--- config.mk ---
export PLATFORM = sky130hd
export DESIGN_NAME = vend_sequencer
export DESIGN_NICKNAME = d
export VERILOG_FILES = /design/src/rtl/vend_pkg.sv /design/src/rtl/vend_timer.sv /design/src/rtl/vend_sequencer.sv
export SDC_FILE = /design/constraint.sdc
export NUM_CORES = 1
export LEC_CHECK = 0
export ABC_AREA = 1
export CORE_ASPECT_RATIO = 1.25
export CORE_MARGIN = 4
export CORE_UTILIZATION = 60
export DETAILED_ROUTE_END_ITERATION = 8
export PLACE_DENSITY = 0.95
export SLEW_MARGIN = 25
export SYNTH_ARGS = -nofsm -noshare
export SYNTH_HDL_FRONTEND = slang
export SYNTH_SLANG_ARGS = --single-unit
--- constraint.sdc ---
create_clock -name clk -period 6.88 [get_ports clk]
set_input_delay 2.064 -clock clk [delete_from_list [all_inputs] [get_ports clk]]
set_output_delay 2.064 -clock clk [all_outputs]
set_load 0.02 [all_outputs]
--- src/rtl/vend_pkg.sv ---
// Shared definitions for the vending sequencer: state encoding, credit width
// and the product price table.
package vend_pkg;

  localparam int CREDIT_W = 5;

  localparam logic [2:0] ST_IDLE     = 3'b000;
  localparam logic [2:0] ST_CREDIT   = 3'b001;
  localparam logic [2:0] ST_DISPENSE = 3'b010;
  localparam logic [2:0] ST_CHANGE   = 3'b011;

  // Price in credit units for each of the four products.
  function automatic logic [CREDIT_W-1:0] price_of(input logic [1:0] code);
    logic [CREDIT_W-1:0] p;
    case (code)
      2'd0:    p = 5'd5;
      2'd1:    p = 5'd8;
      2'd2:    p = 5'd10;
      default: p = 5'd12;
    endcase
    return p;
  endfunction

endpackage

--- src/rtl/vend_timer.sv ---
// Restartable cycle counter shared by the inactivity and dispense timeouts.
// i_load restarts counting from zero, i_clear disarms, o_expire is high on
// the LIMIT-th cycle after the load so the owner acts on that edge.
module vend_timer #(
  parameter int LIMIT = 255
) (
  input  logic clk,
  input  logic reset,
  input  logic i_load,
  input  logic i_clear,
  output logic o_expire
);

  localparam int CNT_W = (LIMIT < 2) ? 1 : $clog2(LIMIT + 1);

  logic [CNT_W-1:0] r_count;
  logic             r_armed;
  logic             w_at_limit;

  assign w_at_limit = (r_count == CNT_W'(LIMIT - 1));
  assign o_expire   = r_armed && w_at_limit;

  // Count while armed; hold at the limit until the owner reloads or clears.
  always_ff @(posedge clk) begin
    if (reset || i_clear) begin
      r_count <= '0;
      r_armed <= 1'b0;
    end else if (i_load) begin
      r_count <= '0;
      r_armed <= 1'b1;
    end else if (r_armed && !w_at_limit) begin
      r_count <= r_count + 1'b1;
    end
  end

endmodule

--- src/rtl/vend_sequencer.sv ---
// Vending machine sequencer: accumulates coin credit, dispenses a selected
// product, and pays change one coin at a time. All outputs are registered.
module vend_sequencer
  import vend_pkg::*;
#(
  parameter int CREDIT_MAX = 20,
  parameter int TIMEOUT    = 255,
  parameter int CHG_COIN   = 5
) (
  input  logic       clk,
  input  logic       reset,
  input  logic       coin_valid,
  input  logic [3:0] coin_value,
  input  logic       sel_valid,
  input  logic [1:0] sel_code,
  input  logic       cancel,
  output logic       disp_req,
  output logic [1:0] disp_item,
  input  logic       disp_ack,
  output logic       chg_req,
  output logic [3:0] chg_amt,
  input  logic       chg_ack,
  output logic [4:0] credit,
  output logic [2:0] states,
  output logic       coin_reject,
  output logic       short_credit,
  output logic       fault
);

  logic [2:0]          r_state;
  logic [CREDIT_W-1:0] r_credit;
  logic                r_disp_req;
  logic [1:0]          r_disp_item;
  logic                r_chg_req;
  logic [3:0]          r_chg_amt;
  logic                r_coin_reject;
  logic                r_short_credit;
  logic                r_fault;

  logic [2:0]          w_state_next;
  logic [CREDIT_W-1:0] w_credit_next;
  logic [1:0]          w_item_next;
  logic                w_fault_next;
  logic                w_short_next;
  logic                w_tmr_load;
  logic                w_tmr_clear;
  logic                w_expire;
  logic [3:0]          w_chg_amt_next;

  logic [CREDIT_W:0]   w_sum;
  logic                w_coin_state;
  logic                w_coin_ok;
  logic                w_coin_rej;
  logic [CREDIT_W-1:0] w_coin_add;
  logic [CREDIT_W-1:0] w_price;
  logic [CREDIT_W-1:0] w_item_price;
  logic [CREDIT_W-1:0] w_change_left;

  // Coin qualification: only IDLE/CREDIT take coins, never past the credit cap
  // and never in the cycle the customer cancels. Zero-value coins are no-ops.
  assign w_sum         = {1'b0, r_credit} + {2'b00, coin_value};
  assign w_coin_state  = (r_state == ST_IDLE) || (r_state == ST_CREDIT);
  assign w_coin_ok     = coin_valid && (coin_value != 4'd0) && !cancel && w_coin_state
                         && (w_sum <= (CREDIT_W+1)'(CREDIT_MAX));
  assign w_coin_rej    = coin_valid && (coin_value != 4'd0) && !w_coin_ok;
  assign w_coin_add    = w_coin_ok ? {1'b0, coin_value} : '0;
  assign w_price       = price_of(sel_code);
  assign w_item_price  = price_of(r_disp_item);
  assign w_change_left = r_credit - {1'b0, r_chg_amt};

  vend_timer #(.LIMIT(TIMEOUT)) u_timer (
    .clk      (clk),
    .reset    (reset),
    .i_load   (w_tmr_load),
    .i_clear  (w_tmr_clear),
    .o_expire (w_expire)
  );

  // Next-state and next-credit decision for the transaction FSM.
  always_comb begin
    w_state_next  = r_state;
    w_credit_next = r_credit;
    w_item_next   = r_disp_item;
    w_fault_next  = r_fault;
    w_short_next  = 1'b0;
    w_tmr_load    = 1'b0;
    w_tmr_clear   = 1'b0;
    case (r_state)
      ST_IDLE: begin
        if (w_coin_ok) begin
          w_credit_next = w_sum[CREDIT_W-1:0];
          w_state_next  = ST_CREDIT;
          w_tmr_load    = 1'b1;
        end
      end
      ST_CREDIT: begin
        // A timeout behaves like cancel unless a coin lands on that same edge.
        if (cancel || (w_expire && !w_coin_ok)) begin
          w_state_next = ST_CHANGE;
          w_tmr_clear  = 1'b1;
        end else if (sel_valid) begin
          // Price is checked against the credit held before this cycle's coin.
          if (r_credit >= w_price) begin
            w_credit_next = r_credit - w_price + w_coin_add;
            w_item_next   = sel_code;
            w_state_next  = ST_DISPENSE;
            w_tmr_load    = 1'b1;
          end else begin
            w_short_next = 1'b1;
            if (w_coin_ok) begin
              w_credit_next = w_sum[CREDIT_W-1:0];
              w_tmr_load    = 1'b1;
            end
          end
        end else if (w_coin_ok) begin
          w_credit_next = w_sum[CREDIT_W-1:0];
          w_tmr_load    = 1'b1;
        end
      end
      ST_DISPENSE: begin
        if (disp_ack) begin
          w_tmr_clear  = 1'b1;
          w_state_next = (r_credit == '0) ? ST_IDLE : ST_CHANGE;
        end else if (w_expire) begin
          // Mechanism never answered: give the price back and flag it.
          w_tmr_clear   = 1'b1;
          w_credit_next = r_credit + w_item_price;
          w_fault_next  = 1'b1;
          w_state_next  = ST_CHANGE;
        end
      end
      ST_CHANGE: begin
        if (r_credit == '0) begin
          w_state_next = ST_IDLE;
        end else if (chg_ack) begin
          w_credit_next = w_change_left;
          if (w_change_left == '0) begin
            w_state_next = ST_IDLE;
          end
        end
      end
      default: begin
        w_state_next  = ST_IDLE;
        w_credit_next = '0;
        w_tmr_clear   = 1'b1;
      end
    endcase
  end

  // Change coin for the upcoming cycle: the largest coin not exceeding credit.
  always_comb begin
    w_chg_amt_next = 4'd0;
    if (w_state_next == ST_CHANGE) begin
      if (w_credit_next > CREDIT_W'(CHG_COIN)) begin
        w_chg_amt_next = 4'(CHG_COIN);
      end else begin
        w_chg_amt_next = w_credit_next[3:0];
      end
    end
  end

  // Register every output; reset abandons any transaction without refund.
  always_ff @(posedge clk) begin
    if (reset) begin
      r_state        <= ST_IDLE;
      r_credit       <= '0;
      r_disp_req     <= 1'b0;
      r_disp_item    <= 2'd0;
      r_chg_req      <= 1'b0;
      r_chg_amt      <= 4'd0;
      r_coin_reject  <= 1'b0;
      r_short_credit <= 1'b0;
      r_fault        <= 1'b0;
    end else begin
      r_state        <= w_state_next;
      r_credit       <= w_credit_next;
      r_disp_req     <= (w_state_next == ST_DISPENSE);
      r_disp_item    <= w_item_next;
      r_chg_req      <= (w_state_next == ST_CHANGE);
      r_chg_amt      <= w_chg_amt_next;
      r_coin_reject  <= w_coin_rej;
      r_short_credit <= w_short_next;
      r_fault        <= w_fault_next;
    end
  end

  assign states       = r_state;
  assign credit       = r_credit;
  assign disp_req     = r_disp_req;
  assign disp_item    = r_disp_item;
  assign chg_req      = r_chg_req;
  assign chg_amt      = r_chg_amt;
  assign coin_reject  = r_coin_reject;
  assign short_credit = r_short_credit;
  assign fault        = r_fault;

endmodule

==> flow_summary.json, run 1 <==
{
  "htreeDepth": 1,
  "synth_area_leaders": "dfxtp_1 21%, ha_1 13%, nand2_1 11%",
  "fin_nets": 464,
  "avgSynthCellArea_um2": 6.92,
  "fmax_mhz": 172,
  "ant_nets": 0,
  "clock_latency_ns": 0.28,
  "port_buffers": 31,
  "syn_area_um2": 2660,
  "cp_cell_sequence": "clkdlybuf4s50_1 -> ha_1 -> fa_1 -> inv_1 -> nand2_1 -> nand3_1 -> nand3_2 -> nand2_4 -> nand2_4 -> inv_2 -> nand2_1 -> fa_1 -> fa_1 -> o21ai_0 -> xor2_1 -> nor2_1 -> nor2_4 -> nand2_2 -> a21oi_1 -> nand2_1 -> nor2_1 -> nor2_1",
  "postSynthCellCount": 385,
  "drv_slew": 0,
  "drc": 0,
  "area_growth_pct": 14.4,
  "ys_warn_count": 0,
  "start_util": 0.635,
  "via_count": 2706,
  "min_to": "fault",
  "path_max_fanout": 9,
  "fp.dieW_um": 67.6,
  "netlist.area_leader.share": 0.210,
  "hold_violations": 0,
  "synthAdderAreaFrac": 0.179,
  "synth_top_family_by_area": "simple AND/OR/NAND/NOR gates",
  "cts.reportedPaths.clkPinSlew_ns": 0.09,
  "synth_simple_gate_area_share": 0.346,
  "vdd_ir_drop_max_mv": 0.0699,
  "ctsResizeCount": 0,
  "setup_viol": 0,
  "placementRows": 26,
  "fin_util": 0.726,
  "dieArea_um2": 5580,
  "holdPathStages": 2,
  "slew_headroom": 0.426,
  "initialDrtViolationCount": 221,
  "routed_wl_um": 6800,
  "n_antenna_cell": 0,
  "period_needed_ns": 5.81,
  "status": "completed",
  "arrival_ns": 5.99,
  "wire_per_inst_um": 14.4,
  "crit-reg2reg-capture": "chg_amt[0]",
  "fill_cells": 303,
  "fin_worst_skew_ns": 0.00458,
  "gp_congestion": 0.941,
  "drv_cap": 0,
  "cp.depth": 22,
  "p_leak_nw": 1.48,
  "grt_pass1_wl_um": 11800,
  "fin_tns_setup_ns": 0,
  "cp-end-kind": "flip-flop",
  "grt_pass1_vias": 2708,
  "tightest_slew_ns": 0.855,
  "cts_sinks": 28,
  "crit_buf_inv": 3,
  "io_pins": 32,
  "drive_gt1_frac": 0.0916,
  "synth_compound_area_frac": 0.107,
  "r2r_start": "credit[0]",
  "dpl.hpwl_um": 5280,
  "cts_tree": "built",
  "crit_required_ns": 7.06,
  "synth-xor-area-share": 0.0460,
  "core_area_um2": 4200,
  "antenna_found_initial": 0,
  "cts_setup_buffers": 0,
  "grt_start_max_net_pins": 15,
  "via_per_inst": 5.75,
  "path_class": "input pin to flip-flop",
  "hold_path_startpoint": "fault",
  "critPathMaxStageDelay_ns": 0.50,
  "grt_remaining_overflow": 0,
  "reg2reg_depth": 21,
  "total_power_w": 0.000350,
  "dieHeight_um": 82.5,
  "grt_setup_unrepaired": "no",
  "ys_seq_area_frac": 0.210,
  "cellPowerDensity_nw_per_um2": 115,
  "grt_usage": 0.276,
  "dr.pass1.iters": 7,
  "cts_buffers": 3,
  "slowest_stage": "clkdlybuf4s50_1",
  "synth.area.mux_share": 0,
  "synth_top_area_cell": "dfxtp_1",
  "hold_path_class": "flip-flop to flip-flop",
  "ctsHoldBuffers": 0,
  "r2r_setup_slack_ns": 2.82,
  "cts_buffer_depth": 2,
  "start_kind": "input pin",
  "synth_cell_types": 35,
  "synth-seq-cells": 28,
  "cts-root-buf": "clkbuf_8",
  "finalCritPeriodShare": 0.844,
  "cp_top_family": "adder cells"
}
[per-stage QoR]
| stage | hold slack, ns | setup WS (ns) | instances | instance area, um^2 |
|---|---|---|---|---|
| after global routing | 0.516 | 0.737 | 471 | 3050 |
| after detailed placement | 0.463 | 0.814 | 468 | 3010 |
| after floorplan | 0.482 | 1.61 | 386 | 2670 |
| after global placement | 0.455 | 0.918 | 468 | 3010 |
| final | 0.503 | 1.07 | 471 | 3050 |
| after CTS | 0.488 | 1.10 | 471 | 3050 |
[state kept, by name (all words and copies together) (netlist names)]
name and count:
chg_amt 4, chg_req 1, coin_reject 1, credit 5
disp_item 2, disp_req 1, fault 1, short_credit 1
states 3, u_timer.r_armed 1, u_timer.r_count 8
[worst max-delay path by stage]
stage	from	endpoint	slack, ns
floorplan	coin_value[0]	chg_amt[0]	1.61
detailed placement	coin_value[0]	chg_amt[0]	0.81
finish	coin_value[0]	chg_amt[0]	1.07
CTS	coin_value[0]	chg_amt[0]	1.10
global placement	coin_value[0]	chg_amt[0]	0.92
global route	coin_value[0]	chg_amt[0]	0.74
[layer usage]
metal | vias up | track usage | wire, um
met4 | 0 | 0.166 | 359
met1 | 1222 | 0.304 | 2480
li1 | 1295 | - | -
met3 | 45 | 0.0474 | 539
met5 | - | 0 | 0
met2 | 144 | 0.485 | 3420
[where the power goes]
group	switching (W)	internal [W]	total, W
clock	0.0000507	0.0000394	0.0000900
combinational	0.0000555	0.0000366	0.0000921
sequential	0.00000414	0.000164	0.000168
[worst register-to-register path: stages, from the launching register on]
cell	delay, ns
dfxtp_1	0.49
ha_1	0.30
fa_1	0.43
inv_1	0.08
nand2_1	0.06
nand3_1	0.09
nand3_2	0.10
nand2_4	0.10
nand2_4	0.10
inv_2	0.12
nand2_1	0.08
fa_1	0.49
fa_1	0.47
o21ai_0	0.24
xor2_1	0.17
nor2_1	0.08
nor2_4	0.12
nand2_2	0.06
a21oi_1	0.17
nand2_1	0.07
nor2_1	0.10
nor2_1	0.04
[synthesized netlist by cell type, drive strengths merged]
cell type,instances
nand2,85
inv,65
nor2,48
nand3,42
dfxtp,28
ha,27
a21oi,24
o21ai,13
xor2,9
fa,7
o211ai,7
nor3,6
nand4,5
xnor2,5
buf,4
o21bai,2
or2,2
a21boi,1
and3,1
clkbuf,1
clkinv,1
conb,1
nor4,1
[kinds of logic after synthesis]
family | after synthesis
AOI/OAI and AO/OA | 47
other | 1
DFF | 28
adders and majority gates | 34
xor gates and xnor gates | 14
buffers and inverters | 71
and+or+nand+nor | 190
[cells in the final DEF, fill, tap and decap left out]
cell type	n
a21oi_1	20
or2_2	1
and3_1	1
o211ai_2	1
o211ai_1	6
nor2_1	39
a21oi_2	4
clkdlybuf4s50_1	31
fa_1	7
nand4_1	5
nand2_1	76
nor2_2	4
clkinv_4	1
nor3_1	6
nand2_2	4
nand2_4	5
nor2_4	5
nor4_1	1
nand3_1	36
o21bai_1	2
clkbuf_8	3
dfxtp_1	28
inv_2	3
inv_1	62
a21boi_1	1
o21ai_2	1
or2_1	1
o21ai_1	1
ha_1	27
conb_1	2
xor2_1	9
xnor2_1	5
o21ai_0	11
nand3_2	6
[layout make-up]
cell class	count	area, um^2	area share
multi-input cells	287	1810	0.595
flip-flops and latches	28	561	0.184
repair buffers	31	310	0.102
inverters	66	253	0.0829
well taps	56	70.1	0.0230
clock buffers	3	41.3	0.0135
Power figures use the tool's default switching activity.
==> inputs of run 2 (changes only) <==
--- a/config.mk
+++ b/config.mk
@@ -8,9 +8,9 @@
 export ABC_AREA = 1
 export CORE_ASPECT_RATIO = 1.25
 export CORE_MARGIN = 4
-export CORE_UTILIZATION = 60
+export CORE_UTILIZATION = 51
 export DETAILED_ROUTE_END_ITERATION = 8
-export PLACE_DENSITY = 0.95
+export PLACE_DENSITY = 0.87
 export SLEW_MARGIN = 25
 export SYNTH_ARGS = -nofsm -noshare
 export SYNTH_HDL_FRONTEND = slang
==> constraint.sdc (replaced) <==
create_clock -name clk -period 4.9 [get_ports clk]
set_input_delay 1.47 -clock clk [delete_from_list [all_inputs] [get_ports clk]]
set_output_delay 1.47 -clock clk [all_outputs]
set_load 0.02 [all_outputs]
==> run 2 against run 1 <==
  * Sequential cell count unchanged
  * Clock power grew 120%
  * Via count increased by 7.3%
  * Non-clock buffer count grew 24
  * Design area is 11% higher
  * Critical path depth is 1 higher
  * First-iteration DRC count up 51%
  * Count of clock-buffer cells in the layout unchanged
  * Clock skew up 0.0079 ns
  * Worst hold slack barely moved
==> flow_summary.json, run 2 (synthesis results as in run 1) <==
{
  "status": "completed",
  "top_register": "u_timer.r_count",
  "fp.dieW_um": 72.6,
  "r2r_start": "credit[0]",
  "path_max_fanout": 4,
  "fill_cells": 409,
  "p_leak_nw": 1.64,
  "crit_top_cell": "nand2_1",
  "grt_remaining_overflow": 0,
  "start_kind": "input pin",
  "via_per_inst": 5.78,
  "io_pins": 32,
  "core_area_um2": 5080,
  "register_area_um2": 561,
  "antenna_found_initial": 0,
  "finalCritPeriodShare": 0.962,
  "critPathMaxStageDelay_ns": 0.58,
  "grt_usage": 0.249,
  "wire_per_inst_um": 16.0,
  "ant_nets": 0,
  "setup_viol": 0,
  "vdd_ir_drop_max_mv": 0.104,
  "grt_pass1_wl_um": 12500,
  "slew_headroom": 0.446,
  "dr.pass1.iters": 8,
  "area_growth_pct": 27.4,
  "fin_area_um2": 3390,
  "hold_slack_ns": 0.503,
  "gp_congestion": 0.912,
  "hold_path_startpoint": "fault",
  "dpl.hpwl_um": 5560,
  "multi_input_area_um2": 1930,
  "hold_violations": 0,
  "cts_buffers": 3,
  "layout_commonest_cell": "nand2_1",
  "fmax_mhz": 212,
  "port_buffers": 31,
  "grt_start_max_net_pins": 17,
  "initialDrtViolationCount": 334,
  "layout_common_cells": "74 x nand2_1, 61 x inv_1, 36 x nor2_1, 35 x nand3_1, 29 x clkdlybuf4s50_1",
  "cp_cell_sequence": "dlymetal6s2s_1 -> ha_2 -> fa_2 -> inv_2 -> nand2_1 -> nand3_1 -> nand3_2 -> nand2_4 -> nand2_4 -> inv_4 -> nand2_1 -> fa_2 -> fa_2 -> o21ai_2 -> xor2_1 -> nor2_2 -> nor2_4 -> nand2_2 -> nand2_1 -> nand3_2 -> nor2_4 -> nand2_1 -> nor2_2",
  "tightest_slew_ns": 0.825,
  "slowest_stage": "fa_2",
  "fin_worst_skew_ns": 0.0125,
  "worstSetupStartpoint": "coin_value[0]",
  "period_needed_ns": 4.72,
  "cellPowerDensity_nw_per_um2": 176,
  "grt_pass1_vias": 2846,
  "via_count": 2904,
  "n_antenna_cell": 0,
  "r2r_setup_slack_ns": 0.87,
  "placementRows": 29,
  "dieArea_um2": 6450,
  "drv_slew": 0,
  "crit_buf_inv": 3,
  "cts_buffer_depth": 2,
  "routed_wl_um": 8040,
  "cts_tree": "built",
  "htreeDepth": 1,
  "cts_sinks": 28,
  "drive_gt1_frac": 0.189,
  "drc": 0,
  "cts-root-buf": "clkbuf_8",
  "cts.reportedPaths.clkPinSlew_ns": 0.10,
  "hold_path_class": "flip-flop to flip-flop",
  "fin_nets": 488,
  "largest_reg_flops": 8,
  "start_util": 0.524,
  "arrival_ns": 4.95,
  "crit_required_ns": 5.14,
  "ctsHoldBuffers": 0,
  "drv_cap": 0,
  "clock_latency_ns": 0.30,
  "cp-end-kind": "flip-flop",
  "dieHeight_um": 88.8,
  "postPlaceCellArea_um2": 3190,
  "path_class": "input pin to flip-flop",
  "cp_top_family": "adder cells"
}
==> run 2: what timing repair did <==
action                     in CTS  in global routing
setup buffers                   1                  0
pin swaps                       9                 10
resized for setup               8                 21
setup endpoints to repair       3                  6
==> run 2: report_power, final <==
group | switching, W | internal [W] | leakage, nW | total (W)
clock | 0.0000848 | 0.000110 | 0.0357 | 0.000195
sequential | 0.00000356 | 0.000230 | 0.227 | 0.000234
combinational | 0.0000969 | 0.0000726 | 1.38 | 0.000169
total | 0.000185 | 0.000413 | 1.64 | 0.000598
==> run 2: metal layers <==
metal,track usage,vias to the layer above,part of all wire
met1,0.266,1352,0.36
met2,0.458,151,0.51
met3,0.0330,54,0.072
met5,0,-,0
li1,-,1347,-
met4,0.151,0,0.059
==> run 2: tightest hold or removal path: stages, from the launching register on <==
cell and delay, ns:
dfxtp_1 0.36, a21oi_1 0.05, nor2_1 0.07
==> run 2: final cells by class <==
cell class | instances | area share
Timing Repair Buffer | 55 | 0.146
Inverter | 66 | 0.0752
Sequential cell | 28 | 0.165
Clock buffer | 3 | 0.0122
Tap cell | 62 | 0.0229
Clock inverter | 1 | 0.00885
Multi-Input combinational cell | 287 | 0.570
==> run 2: through the flow <==
step	instances	util	setup slack (ns)	TNS [ns]	power, W
floorplan	386	-	0.227	0	0.000331
global placement	497	0.627	-0.265	-1.05	0.000377
detailed placement	497	0.627	-0.433	-2.01	0.000383
CTS	502	0.651	-0.00381	-0.00381	0.000582
global route	502	0.668	-0.0849	-0.156	0.000623
finish	502	0.668	0.184	0	0.000598
==> run 2: path summary, 6_finish.rpt <==
kind,endpoint,cells after the start
worst max-delay path,chg_amt[1],23
worst max register to register,chg_amt[1],25
worst min register to register,fault,2
worst min-delay path,fault,2
